[config.mk]
export PLATFORM = sky130hd
export DESIGN_NAME = axi_lite_reg_slave
export DESIGN_NICKNAME = d
export VERILOG_FILES = /design/src/rtl/axi_lite_reg_slave.sv
export SDC_FILE = /design/constraint.sdc
export NUM_CORES = 1
export LEC_CHECK = 0
export ABC_CLOCK_PERIOD_IN_PS = 5850
export CAP_MARGIN = 25
export CORE_UTILIZATION = 47
export CTS_BUF_LIST = sky130_fd_sc_hd__clkbuf_16
export CTS_CLUSTER_SIZE = 40
export DETAILED_ROUTE_END_ITERATION = 16
export PLACE_DENSITY = 0.88
export SLEW_MARGIN = 20
export SYNTH_ARGS = -nofsm -noshare
export SYNTH_HDL_FRONTEND = slang
export SYNTH_SLANG_ARGS = --single-unit
[constraint.sdc]
create_clock -name clk -period 5.85 [get_ports clk]
set_input_delay 1.17 -clock clk [delete_from_list [all_inputs] [get_ports clk]]
set_output_delay 1.17 -clock clk [all_outputs]
set_load 0.03 [all_outputs]
[src/rtl/axi_lite_reg_slave.sv]
// AXI4-Lite register slave: ID / SCRATCH / CTRL / STATUS bank behind independent
// write (AW/W/B) and read (AR/R) channel state machines. All outputs are registered.
module axi_lite_reg_slave #(
  parameter int unsigned ADDR_W     = 32,
  parameter logic [31:0] ID_VALUE   = 32'hDA7A_0001,
  parameter logic [31:0] CTRL_RESET = 32'h0000_0000
) (
  input  logic              clk,
  input  logic              rst,
  input  logic [ADDR_W-1:0] s_axi_awaddr,
  input  logic              s_axi_awvalid,
  output logic              s_axi_awready,
  input  logic [31:0]       s_axi_wdata,
  input  logic [3:0]        s_axi_wstrb,
  input  logic              s_axi_wvalid,
  output logic              s_axi_wready,
  output logic [1:0]        s_axi_bresp,
  output logic              s_axi_bvalid,
  input  logic              s_axi_bready,
  input  logic [ADDR_W-1:0] s_axi_araddr,
  input  logic              s_axi_arvalid,
  output logic              s_axi_arready,
  output logic [31:0]       s_axi_rdata,
  output logic [1:0]        s_axi_rresp,
  output logic              s_axi_rvalid,
  input  logic              s_axi_rready,
  output logic [31:0]       ctrl_o,
  input  logic [31:0]       status_i
);

  localparam logic [1:0] RESP_OKAY   = 2'b00;
  localparam logic [1:0] RESP_SLVERR = 2'b10;

  typedef enum logic {W_IDLE, W_RESP} w_state_t;
  typedef enum logic {R_IDLE, R_DATA} r_state_t;

  function automatic logic addr_oor(input logic [ADDR_W-1:0] a);
    return |a[ADDR_W-1:4];
  endfunction

  function automatic logic [31:0] merge_bytes(input logic [31:0] old_val,
                                              input logic [31:0] new_val,
                                              input logic [3:0]  strb);
    logic [31:0] r;
    r = old_val;
    for (int unsigned i = 0; i < 4; i++)
      if (strb[i]) r[8*i +: 8] = new_val[8*i +: 8];
    return r;
  endfunction

  // Byte-offset bits carry no meaning in a word-wide register bank.
  logic unused_addr_lsbs;
  assign unused_addr_lsbs = ^{s_axi_awaddr[1:0], s_axi_araddr[1:0]};

  // ---------------- write channel ----------------
  w_state_t    w_state_q, w_state_d;
  logic        aw_held_q, aw_held_d;
  logic [1:0]  aw_idx_q, aw_idx_d;
  logic        aw_oor_q, aw_oor_d;
  logic        w_held_q, w_held_d;
  logic [31:0] wdata_q, wdata_d;
  logic [3:0]  wstrb_q, wstrb_d;
  logic        awready_q, awready_d;
  logic        wready_q, wready_d;
  logic        bvalid_q, bvalid_d;
  logic [1:0]  bresp_q, bresp_d;
  logic [31:0] scratch_q, scratch_d;
  logic [31:0] ctrl_q, ctrl_d;

  logic        aw_hs, w_hs, aw_avail, w_avail;
  logic [1:0]  cmt_idx;
  logic        cmt_oor;
  logic [31:0] cmt_data;
  logic [3:0]  cmt_strb;

  assign aw_hs    = s_axi_awvalid && awready_q;
  assign w_hs     = s_axi_wvalid && wready_q;
  assign aw_avail = aw_held_q || aw_hs;
  assign w_avail  = w_held_q || w_hs;
  // Commit uses the live channel when its handshake is on this edge, else the latch.
  assign cmt_idx  = aw_hs ? s_axi_awaddr[3:2]      : aw_idx_q;
  assign cmt_oor  = aw_hs ? addr_oor(s_axi_awaddr) : aw_oor_q;
  assign cmt_data = w_hs  ? s_axi_wdata            : wdata_q;
  assign cmt_strb = w_hs  ? s_axi_wstrb            : wstrb_q;

  always_comb begin
    w_state_d = w_state_q;
    aw_held_d = aw_held_q;
    aw_idx_d  = aw_idx_q;
    aw_oor_d  = aw_oor_q;
    w_held_d  = w_held_q;
    wdata_d   = wdata_q;
    wstrb_d   = wstrb_q;
    awready_d = awready_q;
    wready_d  = wready_q;
    bvalid_d  = bvalid_q;
    bresp_d   = bresp_q;
    scratch_d = scratch_q;
    ctrl_d    = ctrl_q;
    unique case (w_state_q)
      W_IDLE: begin
        if (aw_hs) begin
          aw_held_d = 1'b1;
          aw_idx_d  = s_axi_awaddr[3:2];
          aw_oor_d  = addr_oor(s_axi_awaddr);
        end
        if (w_hs) begin
          w_held_d = 1'b1;
          wdata_d  = s_axi_wdata;
          wstrb_d  = s_axi_wstrb;
        end
        if (aw_avail && w_avail) begin
          if (!cmt_oor) begin
            unique case (cmt_idx)
              2'd1:    scratch_d = merge_bytes(scratch_q, cmt_data, cmt_strb);
              2'd2:    ctrl_d    = merge_bytes(ctrl_q, cmt_data, cmt_strb);
              default: ;
            endcase
          end
          aw_held_d = 1'b0;
          w_held_d  = 1'b0;
          awready_d = 1'b0;
          wready_d  = 1'b0;
          bvalid_d  = 1'b1;
          bresp_d   = cmt_oor ? RESP_SLVERR : RESP_OKAY;
          w_state_d = W_RESP;
        end else begin
          awready_d = !aw_avail;
          wready_d  = !w_avail;
        end
      end
      W_RESP: begin
        awready_d = 1'b0;
        wready_d  = 1'b0;
        if (s_axi_bready) begin
          bvalid_d  = 1'b0;
          awready_d = 1'b1;
          wready_d  = 1'b1;
          w_state_d = W_IDLE;
        end
      end
      default: w_state_d = W_IDLE;
    endcase
  end

  always_ff @(posedge clk or posedge rst) begin
    if (rst) begin
      w_state_q <= W_IDLE;
      aw_held_q <= 1'b0;
      aw_idx_q  <= '0;
      aw_oor_q  <= 1'b0;
      w_held_q  <= 1'b0;
      wdata_q   <= '0;
      wstrb_q   <= '0;
      awready_q <= 1'b0;
      wready_q  <= 1'b0;
      bvalid_q  <= 1'b0;
      bresp_q   <= '0;
      scratch_q <= '0;
      ctrl_q    <= CTRL_RESET;
    end else begin
      w_state_q <= w_state_d;
      aw_held_q <= aw_held_d;
      aw_idx_q  <= aw_idx_d;
      aw_oor_q  <= aw_oor_d;
      w_held_q  <= w_held_d;
      wdata_q   <= wdata_d;
      wstrb_q   <= wstrb_d;
      awready_q <= awready_d;
      wready_q  <= wready_d;
      bvalid_q  <= bvalid_d;
      bresp_q   <= bresp_d;
      scratch_q <= scratch_d;
      ctrl_q    <= ctrl_d;
    end
  end

  // ---------------- read channel ----------------
  r_state_t    r_state_q, r_state_d;
  logic        arready_q, arready_d;
  logic        rvalid_q, rvalid_d;
  logic [31:0] rdata_q, rdata_d;
  logic [1:0]  rresp_q, rresp_d;
  logic        ar_hs;

  assign ar_hs = s_axi_arvalid && arready_q;

  // Read data comes from the pre-edge register values, so a same-edge write is not visible.
  always_comb begin
    r_state_d = r_state_q;
    arready_d = arready_q;
    rvalid_d  = rvalid_q;
    rdata_d   = rdata_q;
    rresp_d   = rresp_q;
    unique case (r_state_q)
      R_IDLE: begin
        arready_d = 1'b1;
        if (ar_hs) begin
          arready_d = 1'b0;
          rvalid_d  = 1'b1;
          r_state_d = R_DATA;
          if (addr_oor(s_axi_araddr)) begin
            rdata_d = '0;
            rresp_d = RESP_SLVERR;
          end else begin
            rresp_d = RESP_OKAY;
            unique case (s_axi_araddr[3:2])
              2'd0:    rdata_d = ID_VALUE;
              2'd1:    rdata_d = scratch_q;
              2'd2:    rdata_d = ctrl_q;
              default: rdata_d = status_i;
            endcase
          end
        end
      end
      R_DATA: begin
        arready_d = 1'b0;
        if (s_axi_rready) begin
          rvalid_d  = 1'b0;
          arready_d = 1'b1;
          r_state_d = R_IDLE;
        end
      end
      default: r_state_d = R_IDLE;
    endcase
  end

  always_ff @(posedge clk or posedge rst) begin
    if (rst) begin
      r_state_q <= R_IDLE;
      arready_q <= 1'b0;
      rvalid_q  <= 1'b0;
      rdata_q   <= '0;
      rresp_q   <= '0;
    end else begin
      r_state_q <= r_state_d;
      arready_q <= arready_d;
      rvalid_q  <= rvalid_d;
      rdata_q   <= rdata_d;
      rresp_q   <= rresp_d;
    end
  end

  assign s_axi_awready = awready_q;
  assign s_axi_wready  = wready_q;
  assign s_axi_bvalid  = bvalid_q;
  assign s_axi_bresp   = bresp_q;
  assign s_axi_arready = arready_q;
  assign s_axi_rvalid  = rvalid_q;
  assign s_axi_rdata   = rdata_q;
  assign s_axi_rresp   = rresp_q;
  assign ctrl_o        = ctrl_q;

endmodule

==> impl_metrics.yaml, run 1 <==
status:
  status: "complete, no violations"
die:
  die_h_um: 121.9
  dieWidth_um: 121.9
  boundaryPins: 212
  die_area_sq_mm: 0.01486
  rows: 43
  core_sq_mm: 0.01393
  start_util_pct: 48.50
clock_tree:
  cts_resized: 0
  path_clk_slew_ns: 0.06
  cts_tree: "yes"
  cts-hold-fix-buffers: 0
  cts_setup_buffers: 0
  h-tree-depth: 4
  clock_latency_ns: 0.42
  cts_buffer_depth: 2
  numClockSinks: 146
  cts_buffers: 17
  cts-root-buf: "clkbuf_16"
power:
  power_leakage_nw: 4.499
  power_w: 0.003272
  p_sw_share_pct: 31.41
  seq_power_share_pct: 40.2
  power_density_mw_per_mm2: 341.5
  p_switching_w: 0.001028
  ir_drop_mv: 0.2968
  power_frac_clock_pct: 32.0
  pwr-share-comb_pct: 27.8
  internal_power_w: 0.002244
timing:
  fin_setup_tns_ns: 0
  period_needed_ns: 3.586
  fin_crit_sh_pct: 61.29
  fin_skew_ns: 0.008994
  worstMarginPinSlew_ns: 0.9987
  fmax_mhz: 278.9
  report.final.slew_viol_count: 0
  setup_viol: 0
  rsz0062_at_grt: "false"
  hold_ws_ns: 0.4689
  maxSlewHeadroom_pct: 33.26
  hold_viol: 0
placed_design:
  numPortBuffers: 205
  gp_congestion: 0.8513
  place_inst: 927
  hpwlAfterDp_um: 12950
worst_hold_path:
  hp-class: "reg -> reg"
worst_setup_path:
  cp.required_ns: 6.15
  worstPathArrival_ns: 3.89
  critPathKind: "in -> reg"
  crit_fanout: 9
  endpoint_kind: "register"
  cp-start-kind: "input port"
yosys:
  synth_ff_type: "dfrtp_1"
  synth_top_family_by_area: "multiplexers"
  synth_seq_cells: 146
  synth_warnings: 0
  synthesis.area_sq_mm: 0.006759
  synth_edf_count: 0
  synth_xor_area_share_pct: 0
  synthSimpleGateAreaFrac_pct: 10.94
  synth.distinct_cells: 36
  synth_fa_ha_area_share_pct: 0
  muxShareOfSynthArea_pct: 22.82
  syn_inst: 566
  async_flop_share_pct: 100.0
  synth_compound_area_share_pct: 9.608
  yosysSeqAreaShare_pct: 54.05
  avgSynthCellArea_sq_um: 11.94
global_routing:
  grt_pass1_vias: 5680
  track_usage_pct: 26.07
  grt_pass1_wl_um: 28990
  gr-total-overflow: 0
  grt_max_degree: 100
  antenna_found_initial: 0
layout:
  area_growth_syn_to_layout_pct: 41.74
  seq_area_sq_mm: 0.003654
  final_layout_size_suffix_gt1_share_pct: 23.05
  multi_input_area_sq_mm: 0.002963
  layout.cells.non_filler: 961
  num-fill-cells: 959
  fin_util_pct: 68.75
  final_cell_mix: "clkdlybuf4s50_1, dfrtp_1, mux2_2"
  num-nets-final: 907
  layout_commonest_cell: "clkdlybuf4s50_1"
  diodes: 0
detailed_routing:
  drtPass1Iterations: 4
  via_count: 5341
  viasPerCell: 5.558
  wl_per_cell_um: 19.47
  totalWireLength_um: 18710
  route.detailed.drc: 0
  ant_nets: 0
  dr.first_iter.drc_count: 208
job:
  drv_cap: 0
sequential cells by signal, indices dropped and copies added, names as in the netlist, 2 cells and up:
signal / cells
scratch_q: 32
wstrb_q: 4
aw_idx_q: 2
ctrl_o: 32
wdata_q: 32
s_axi_rdata: 32
metrics by stage:
stage / area [sq um] / setup WS (ns)
after floorplan: 6763 / 0.7570
after global placement: 8972 / 1.938
after detailed placement: 8972 / 1.829
after CTS: 9538 / 2.266
after global routing: 9580 / 2.157
final: 9580 / 2.264
worst paths after layout:
check | from | to | slack (ns) | depth (start not counted)
min in group asynchronous | rst | wdata_q[0] | 1.29 | 2
setup reg to reg | s_axi_awready | ctrl_o[7] | 3.38 | 4
hold reg to reg | wdata_q[10] | wdata_q[10] | 0.47 | 2
max in group asynchronous | rst | aw_idx_q[0] | 3.34 | 3
setup / recovery | s_axi_awaddr[7] | ctrl_o[7] | 2.26 | 6
hold / removal | wdata_q[10] | wdata_q[10] | 0.47 | 2
Yosys cell counts (8+ instances only):
master	n	area share, %
nand2_1	105	5.8
dfrtp_1	146	54
mux2_4	8	1.8
nor3_1	8	0.59
clkbuf_1	26	1.4
inv_1	11	0.61
a21oi_1	15	1.1
nor2_1	14	0.78
mux2_2	113	19
a22o_1	53	6.9
mux2i_1	15	2.2
nor4_1	9	0.83
cell families (layout without fill, tap and decap cells):
kind of cell    Yosys count  after routing
compound gates           82             82
buf+inv                  41            255
flops                   146            146
mux                     136            136
other cells               1              2
simple gates            160            160
area by class of cell:
cell class / count / area share (%)
flip-flops and latches: 146 / 38.13
clock inverters: 15 / 1.463
repair buffers: 212 / 22.20
inverters: 11 / 0.4832
clock buffers: 17 / 4.440
multi-input cells: 380 / 30.93
well taps: 180 / 2.351
critical path, cell delays in order:
cell and delay, ns:
clkdlybuf4s50_1 0.43, nor4_2 0.29, nand4_1 0.21, o41ai_4 0.72
and4bb_1 0.69, mux2_4 0.36
metal layers:
layer | global-route usage, % | vias to the layer above | share of wire [%]
met5 | 0 | - | 0
met4 | 9.799 | 0 | 2.1
met3 | 6.180 | 31 | 6.2
met2 | 46.75 | 199 | 52
met1 | 29.93 | 2680 | 40
li1 | - | 2431 | -
power groups by stage:
stage / Clock (W) / Sequential, W / Combinational (W)
floorplan: 0 / 0.00137 / 0.000508
global placement: 0 / 0.00131 / 0.000849
detailed placement: 0 / 0.00133 / 0.000893
CTS: 0.00106 / 0.00131 / 0.000902
global route: 0.00110 / 0.00133 / 0.000992
finish: 0.00105 / 0.00132 / 0.000909
Note: power is estimated with default switching activity, not from simulation.
==> run 2, diff against run 1 <==
--- a/config.mk
+++ b/config.mk
@@ -5,7 +5,7 @@
 export SDC_FILE = /design/constraint.sdc
 export NUM_CORES = 1
 export LEC_CHECK = 0
-export ABC_CLOCK_PERIOD_IN_PS = 5850
+export ABC_CLOCK_PERIOD_IN_PS = 3700
 export CAP_MARGIN = 25
 export CORE_UTILIZATION = 47
 export CTS_BUF_LIST = sky130_fd_sc_hd__clkbuf_16
==> constraint.sdc (replaced) <==
create_clock -name clk -period 3.7 [get_ports clk]
set_input_delay 0.74 -clock clk [delete_from_list [all_inputs] [get_ports clk]]
set_output_delay 0.74 -clock clk [all_outputs]
set_load 0.03 [all_outputs]
==> impl_metrics.yaml, run 2 (synthesis gave the netlist of run 1 again) <==
status:
  status: "complete, no violations"
detailed_routing:
  viasPerCell: 5.609
  dr.first_iter.drc_count: 296
  totalWireLength_um: 18770
  route.detailed.drc: 0
  via_count: 5407
  ant_nets: 0
  drtPass1Iterations: 5
  wl_per_cell_um: 19.47
timing:
  report.final.slew_viol_count: 0
  hold_ws_ns: 0.4671
  fin_crit_sh_pct: 72.18
  setup_viol: 0
  hold_viol: 0
  worstMarginPinSlew_ns: 0.7772
  maxSlewHeadroom_pct: 48.19
  fin_skew_ns: 0.009704
  fin_setup_tns_ns: 0
  rsz0062_at_grt: "false"
  period_needed_ns: 2.671
  fmax_mhz: 374.5
worst_setup_path:
  max_stage_delay_ns: 0.61
  worst-path-buf-inv: 1
  cp.required_ns: 4.00
  slowest_stage: "and4bb_1"
  endpoint_kind: "register"
  crit_fanout: 8
  cp-start-kind: "input port"
  critPathKind: "in -> reg"
  path_cells: "clkdlybuf4s50_1, nor4_2, nand4_1, o41ai_4, and4bb_1, mux2_4"
  critical-path-top-delay-family: "simple AND/OR/NAND/NOR gates"
  worstPathArrival_ns: 2.97
power:
  internal_power_w: 0.003604
  power_frac_clock_pct: 32.3
  pwr-share-comb_pct: 27.6
  p_switching_w: 0.001588
  power_leakage_nw: 4.526
  seq_power_share_pct: 40.1
  power_density_mw_per_mm2: 540.6
  ir_drop_mv: 0.5041
  p_sw_share_pct: 30.58
placed_design:
  placed_cell_area_sq_mm: 0.009021
  hpwlAfterDp_um: 13240
  gp_congestion: 0.8410
  numPortBuffers: 205
clock_tree:
  cts_tree: "yes"
  clock_latency_ns: 0.42
  numClockSinks: 146
  cts_resized: 0
  cts_setup_buffers: 0
  cts-hold-fix-buffers: 0
  cts-root-buf: "clkbuf_16"
  path_clk_slew_ns: 0.06
  cts_buffer_depth: 2
  h-tree-depth: 4
  cts_buffers: 17
global_routing:
  grt_pass1_wl_um: 29460
  antenna_found_initial: 0
  track_usage_pct: 26.47
  grt_max_degree: 147
  gr-total-overflow: 0
  grt_pass1_vias: 5802
layout:
  num-fill-cells: 978
  fin_util_pct: 68.91
  final_cell_mix: "clkdlybuf4s50_1, dfrtp_1, mux2_2"
  final_layout_size_suffix_gt1_share_pct: 22.83
  layout_commonest_cell: "clkdlybuf4s50_1"
  diodes: 0
  multi_input_area_sq_mm: 0.002968
  num-nets-final: 910
  seq_area_sq_mm: 0.003654
  area_growth_syn_to_layout_pct: 42.08
  final_cell_area_sq_mm: 0.009603
die:
  dieWidth_um: 121.9
  boundaryPins: 212
  start_util_pct: 48.50
  die_h_um: 121.9
  die_area_sq_mm: 0.01486
  core_sq_mm: 0.01393
  rows: 43
worst_hold_path:
  hp-class: "reg -> reg"
job:
  drv_cap: 0
run 2: worst register-to-register path: stages, from the launching register on:
cell	delay, ns
dfrtp_1	0.47
or3_1	0.58
and4bb_1	0.72
mux2_4	0.35
run 2: final timing paths:
kind	cells after the start	slack [ns]	startpoint	to
max in group asynchronous	3	2.23	rst	wdata_q[16]
max reg2reg	3	1.48	w_state_q	ctrl_o[5]
min reg2reg	2	0.47	wdata_q[6]	wdata_q[6]
min	2	0.47	wdata_q[6]	wdata_q[6]
max	6	1.03	s_axi_awaddr[10]	ctrl_o[5]
min in group asynchronous	3	0.88	rst	s_axi_bvalid
run 2: area by class of cell:
| cell class | instances | area share (%) |
|---|---|---|
| Clock buffer | 17 | 4.430 |
| Sequential cell | 146 | 38.05 |
| Timing Repair Buffer | 215 | 22.23 |
| Inverter | 11 | 0.4691 |
| Multi-Input combinational cell | 380 | 30.91 |
| Clock inverter | 15 | 1.577 |
| Tap cell | 180 | 2.345 |
run 2: stage by stage:
step,setup slack (ns),total power [W],cells
global route,0.8880,0.005444,964
finish,1.029,0.005191,964
floorplan,1.050,0.002968,567
global placement,0.6336,0.003429,932
CTS,1.025,0.005213,964
detailed placement,0.5730,0.003524,932
run 2: metal layers:
layer / vias up / part of all wire [%] / GRT usage [%]
li1: 2437 / - / -
met1: 2714 / 38 / 29.94
met2: 219 / 53 / 48.06
met3: 37 / 6.0 / 6.039
met4: 0 / 2.5 / 10.19
met5: - / 0 / 0
run 2: power by group through the flow:
| stage | registers [W] | clock network, W | logic (W) |
|---|---|---|---|
| global route | 0.00211 | 0.00176 | 0.00157 |
| floorplan | 0.00216 | 0 | 0.000804 |
| CTS | 0.00207 | 0.00170 | 0.00144 |
| detailed placement | 0.00210 | 0 | 0.00142 |
| finish | 0.00208 | 0.00168 | 0.00143 |
| global placement | 0.00207 | 0 | 0.00136 |
